`config.mk`:
```
export PLATFORM = sky130hd
export DESIGN_NAME = snake_input_ctrl
export DESIGN_NICKNAME = d
export VERILOG_FILES = /design/src/rtl/snake_input_ctrl.sv
export SDC_FILE = /design/constraint.sdc
export NUM_CORES = 1
export LEC_CHECK = 0
export BUFFER_PORTS_ARGS = -buffer_cell sky130_fd_sc_hd__clkbuf_2
export CORE_ASPECT_RATIO = 2
export CORE_MARGIN = 4
export CORE_UTILIZATION = 40
export DETAILED_ROUTE_END_ITERATION = 12
export GPL_ROUTABILITY_DRIVEN = 0
export PLACE_DENSITY = 0.55
export SYNTH_ARGS = -nofsm -noshare
export SYNTH_HDL_FRONTEND = slang
export SYNTH_SLANG_ARGS = --single-unit
export TNS_END_PERCENT = 30
```
`constraint.sdc`:
```
create_clock -name clk -period 2.7 [get_ports clk]
set_input_delay 0.135 -clock clk [delete_from_list [all_inputs] [get_ports clk]]
set_output_delay 0.135 -clock clk [all_outputs]
set_load 0.02 [all_outputs]
```
`src/rtl/snake_input_ctrl.sv`:
```
`default_nettype none
// ============================================================================
//  Module   : snake_input_ctrl
//  Purpose  : Synchronizes, debounces and edge-detects five raw push-buttons
//             (four directions plus start). Produces the snake direction,
//             a one-cycle start pulse and a one-deep turn queue that rejects
//             180-degree reversals.
//  Revision : 1.0  initial release
// ============================================================================
module snake_input_ctrl #(
  parameter int DEBOUNCE_CYCLES = 16
) (
  input  logic       clk,
  input  logic       reset,        // asynchronous, active-low
  input  logic       btn_up,
  input  logic       btn_right,
  input  logic       btn_down,
  input  logic       btn_left,
  input  logic       btn_start,
  input  logic       move_enable,
  output logic [1:0] direction,
  output logic       start,
  output logic       pending
);

  localparam int               CNT_W     = $clog2(DEBOUNCE_CYCLES) + 1;
  localparam int               N_BTN     = 5;
  localparam int               IDX_START = 4;
  localparam logic [CNT_W-1:0] CNT_MAX   = CNT_W'(DEBOUNCE_CYCLES - 1);
  localparam logic [1:0]       DIR_UP    = 2'b00;
  localparam logic [1:0]       DIR_RIGHT = 2'b01;
  localparam logic [1:0]       DIR_DOWN  = 2'b10;
  localparam logic [1:0]       DIR_LEFT  = 2'b11;

  // Bit order: 0 up, 1 right, 2 down, 3 left, 4 start
  logic [N_BTN-1:0] raw;
  assign raw = {btn_start, btn_left, btn_down, btn_right, btn_up};

  logic [N_BTN-1:0] sync1_q;
  logic [N_BTN-1:0] sync2_q;
  logic [N_BTN-1:0] stable_q;
  logic [N_BTN-1:0] stable_d;
  logic [N_BTN-1:0] stable_dly_q;
  logic [CNT_W-1:0] cnt_q [N_BTN];
  logic [CNT_W-1:0] cnt_d [N_BTN];

  logic [N_BTN-1:0] press;
  logic             dir_press;
  logic [1:0]       win_dir;
  logic [1:0]       next_committed;

  logic [1:0]       committed_q;
  logic [1:0]       committed_d;
  logic             req_valid_q;
  logic             req_valid_d;
  logic [1:0]       req_dir_q;
  logic [1:0]       req_dir_d;
  logic             start_q;
  logic             start_d;

  // Two-flop synchronizer on every raw button
  always_ff @(posedge clk or negedge reset) begin
    if (!reset) begin
      sync1_q <= '0;
      sync2_q <= '0;
    end else begin
      sync1_q <= raw;
      sync2_q <= sync1_q;
    end
  end

  // Debounce: a new level must persist DEBOUNCE_CYCLES cycles to be accepted
  always_comb begin
    stable_d = stable_q;
    for (int i = 0; i < N_BTN; i++) begin
      cnt_d[i] = '0;
      if (sync2_q[i] != stable_q[i]) begin
        if (cnt_q[i] == CNT_MAX) begin
          stable_d[i] = sync2_q[i];
        end else begin
          cnt_d[i] = cnt_q[i] + CNT_W'(1);
        end
      end
    end
  end

  // Debounce state: accepted level, its one-cycle delay, and hold counters
  always_ff @(posedge clk or negedge reset) begin
    if (!reset) begin
      stable_q     <= '0;
      stable_dly_q <= '0;
      for (int i = 0; i < N_BTN; i++) begin
        cnt_q[i] <= '0;
      end
    end else begin
      stable_q     <= stable_d;
      stable_dly_q <= stable_q;
      for (int i = 0; i < N_BTN; i++) begin
        cnt_q[i] <= cnt_d[i];
      end
    end
  end

  // Rising-edge press events and fixed-priority direction winner
  always_comb begin
    press     = stable_q & ~stable_dly_q;
    dir_press = |press[3:0];
    if (press[0]) begin
      win_dir = DIR_UP;
    end else if (press[1]) begin
      win_dir = DIR_RIGHT;
    end else if (press[2]) begin
      win_dir = DIR_DOWN;
    end else begin
      win_dir = DIR_LEFT;
    end
  end

  // A queued turn is visible immediately so the core picks it up on its step
  assign direction = req_valid_q ? req_dir_q : committed_q;

  // Commit on move_enable, then evaluate the new press against the
  // post-commit direction so a reversal of a just-committed turn is caught
  always_comb begin
    next_committed = move_enable ? direction : committed_q;
    committed_d    = next_committed;
    req_valid_d    = move_enable ? 1'b0 : req_valid_q;
    req_dir_d      = req_dir_q;
    start_d        = press[IDX_START];
    if (dir_press) begin
      if (win_dir == (next_committed ^ 2'b10)) begin
        // reversal: ignore, keep whatever is queued
      end else if (win_dir == next_committed) begin
        req_valid_d = 1'b0;
      end else begin
        req_dir_d   = win_dir;
        req_valid_d = 1'b1;
      end
    end
  end

  // Turn queue, committed direction and registered start pulse
  always_ff @(posedge clk or negedge reset) begin
    if (!reset) begin
      committed_q <= DIR_RIGHT;
      req_valid_q <= 1'b0;
      req_dir_q   <= DIR_UP;
      start_q     <= 1'b0;
    end else begin
      committed_q <= committed_d;
      req_valid_q <= req_valid_d;
      req_dir_q   <= req_dir_d;
      start_q     <= start_d;
    end
  end

  assign start   = start_q;
  assign pending = req_valid_q;

endmodule
`default_nettype wire

```
==> run metrics <==
combined area of the multi-input logic cells=639 sq um; effective utilization at floorplan=between 40% and 50%; data arrival time of the critical path=1.71 ns; internal power contribution=about 1.0 mW; Post-CTS Resized=0; half-perimeter wire length of the detailed placement result=2050 microns; distinct cell type count after synthesis=25; layout cells sized above 1=between 10% and 20%; critical path startpoint category=register; Tcrit/Tclk final=a little under three fifths; fraction of synthesis flops using an asynchronous set or reset pin=100%; DRC=0; largest net degree at the start of global routing=26; Total Wirelength=2740 microns; maxcap violations=0; total CTS buffers=5; peak clock frequency supported by timing=about 660 MHz; # rows=35; Fillers=about 440; # H-tree levels=2; Clk network pwr share=between 30% and 40%; overall routing resource usage=a little over a tenth; total vias in the final route=1122; Worst Path Max Fanout=5; switching part of the total=~22%; final setup violation count=0; RSZ-0062 raised after global routing=false; number of synthesized register bits=a little over 50; antenna diode count=0; post-route ant nets=0; Register-to-Register Setup Slack=1.20 ns; top-level I/O count=12; count of flip-flops with a built-in enable after synthesis=0; commonest non-fill, non-tap cell in the layout=sky130_fd_sc_hd__dfrtp_1; Max VDD drop=between 500 and 600 uV; Final Skew=around 0.0046 ns; start-to-end type of the worst setup path=register to register; clk buf depth=2; overall die area=just over 0.006 sq mm; worst flop-to-flop path endpoint=pending; share of total power in sequential cells=a little over three fifths; data required time of the critical path=2.91 ns; synthesis-to-finish area growth=14.6%; Total Nets Final=188; cell count of the worst reg-to-reg path=5; cell area after synthesis=approximately 0.0019 sq mm; DR vias/cell=about 5; power density cells=between 500 and 600 mW/mm^2; Worst Hold Slack=roughly 0.15 ns; beginning of the worst hold path=move_enable; number of sinks handled by clock tree synthesis=approximately 50; Clock Pin Slew Worst Setup and Hold Paths=0.08 ns; remaining global-route overflow=0; setup TNS after final layout=0 ns; critical path endpoint category=register; antenna violations before repair=0; vias in the first global route=1201; Die Ht=~110 microns; yosys warns=0; worst min-delay path category=primary input to register; TritonCTS clock tree=built; Sw Pwr=0.291 mW; combinational cell fraction of total power=under 10%; top cells by area, synth=sky130_fd_sc_hd__dfrtp_1 (65%), sky130_fd_sc_hd__xor2_1 (6.8%), sky130_fd_sc_hd__mux2_2 (4.1%); Synth Instances=149; area of all sequential standard cells=between 0.001 and 0.0015 sq mm; sequential cell area fraction in the yosys report=roughly two thirds; DIE WIDTH=~57 microns; TritonRoute pass-1 iters=4; LEAKAGE=between 1 and 1.5 nW; number of DRC markers in iteration 0=14; hold violation count in the final report=0; WL/cell=between 10 and 15 microns; Min-Delay Path Depth=3; slew at the pin closest to its max-slew limit=0.606 ns; average cell area after synthesis=approximately 13 sq um; Rel. slew slack=about three fifths; highest-count cells in the layout ignoring fill and taps=sky130_fd_sc_hd__dfrtp_1 (50), sky130_fd_sc_hd__nor2_1 (18), sky130_fd_sc_hd__xor2_1 (15); post-synth net total=162; number of max-slew violations in the final report=0; root cell of the clock tree=sky130_fd_sc_hd__clkbuf_8; status=finished clean; RR Startpoint=pending; quantity of I/O buffers inserted on ports=11; top flip-flop cell by instance count after synthesis=sky130_fd_sc_hd__dfrtp_1; latest clock arrival within the worst-skew pair=0.29 ns; share of the synthesized area in the top cell type=between 60% and 70%; Placeable Area=about 0.0046 sq mm; clock period minus worst slack=around 1.5 ns; WHS Endpoint=pending; first-pass GRT wire length=slightly above 5000 microns; biggest area consumer among synthesized cells=sky130_fd_sc_hd__dfrtp_1
## synth_stat cells, types with 5 or more instances
library cell               n
sky130_fd_sc_hd__dfrtp_1  50
sky130_fd_sc_hd__nor2_1   18
sky130_fd_sc_hd__xor2_1   15
sky130_fd_sc_hd__nand3_1  10
sky130_fd_sc_hd__o21ai_0   8
sky130_fd_sc_hd__and2_1    7
sky130_fd_sc_hd__mux2_2    7
sky130_fd_sc_hd__inv_1     6
sky130_fd_sc_hd__and3_1    5
sky130_fd_sc_hd__ha_1      5
## sequential cells by signal, indices dropped and copies added, names as in the netlist
name and flops:
committed_q 2, start 1, stable_dly_q 5, sync1_q 5, stable_q 5, pending 1
sync2_q 5, req_dir_q 2, cnt_q 25
## layer usage
layer	vias to the layer above	wire [microns]	global-route usage, %
met4	0	59	5.47
met3	5	101	3.28
met1	558	1110	11.9
li1	542	-	-
met5	-	0	0
met2	17	1470	18.4
## per-stage QoR
stage	util, %	instances	cell area, sq um	setup slack, ns	total power [mW]
after floorplan	-	149	1940	1.33	0.863
after global placement	44.8	217	2080	1.39	0.894
after detailed placement	44.8	217	2080	1.24	0.901
after CTS	47.9	231	2220	1.22	1.32
after global routing	47.9	231	2220	1.10	1.37
final	47.9	231	2220	1.20	1.30
## worst max-delay path, stage by stage, from the launching register on
cell                        delay [ns]
sky130_fd_sc_hd__dfrtp_1          0.44
sky130_fd_sc_hd__nand2_2          0.13
sky130_fd_sc_hd__mux2i_2          0.29
sky130_fd_sc_hd__xnor2_1          0.23
sky130_fd_sc_hd__o21ai_1          0.12
sky130_fd_sc_hd__a2bb2oi_1        0.21
## power by group through the flow
stage | clock network (mW) | logic [mW] | registers (mW)
after floorplan | 0 | 0.0414 | 0.822
after global placement | 0 | 0.0700 | 0.824
after detailed placement | 0 | 0.0743 | 0.827
after CTS | 0.428 | 0.0815 | 0.811
after global routing | 0.462 | 0.0933 | 0.815
final | 0.406 | 0.0788 | 0.811
## timing repair
action | in CTS | in global routing
hold buffers | 6 | 0
endpoints found under the hold margin | 27 | 0
buffers inserted | 0 | 0
## cell type report
cell class                 count  share of cell area, %
sequential                    51                   57.5
tap                           55                   3.10
clock buffer                   5                   3.10
inverter                       6                   1.01
multi-input combinational     92                   28.8
timing repair buffer          19                   5.86
clock inverter                 3                  0.676
## cell families after synthesis
group | synth area share [%]
multiplexers | 6.06
XOR/XNOR | 7.23
flip-flops | 65.9
AO/OA/AOI/OAI | 4.06
adder cells (fa/ha/maj) | 3.23
AND/OR/NAND/NOR | 12.4
buffers and inverters | 1.16
## worst max-delay path by stage
stage | depth (start not counted) | endpoint | start
floorplan | 5 | pending | pending
global placement | 5 | pending | pending
detailed placement | 5 | pending | pending
CTS | 5 | pending | pending
global route | 5 | pending | pending
finish | 5 | pending | pending
Note: power is estimated with default switching activity, not from simulation.
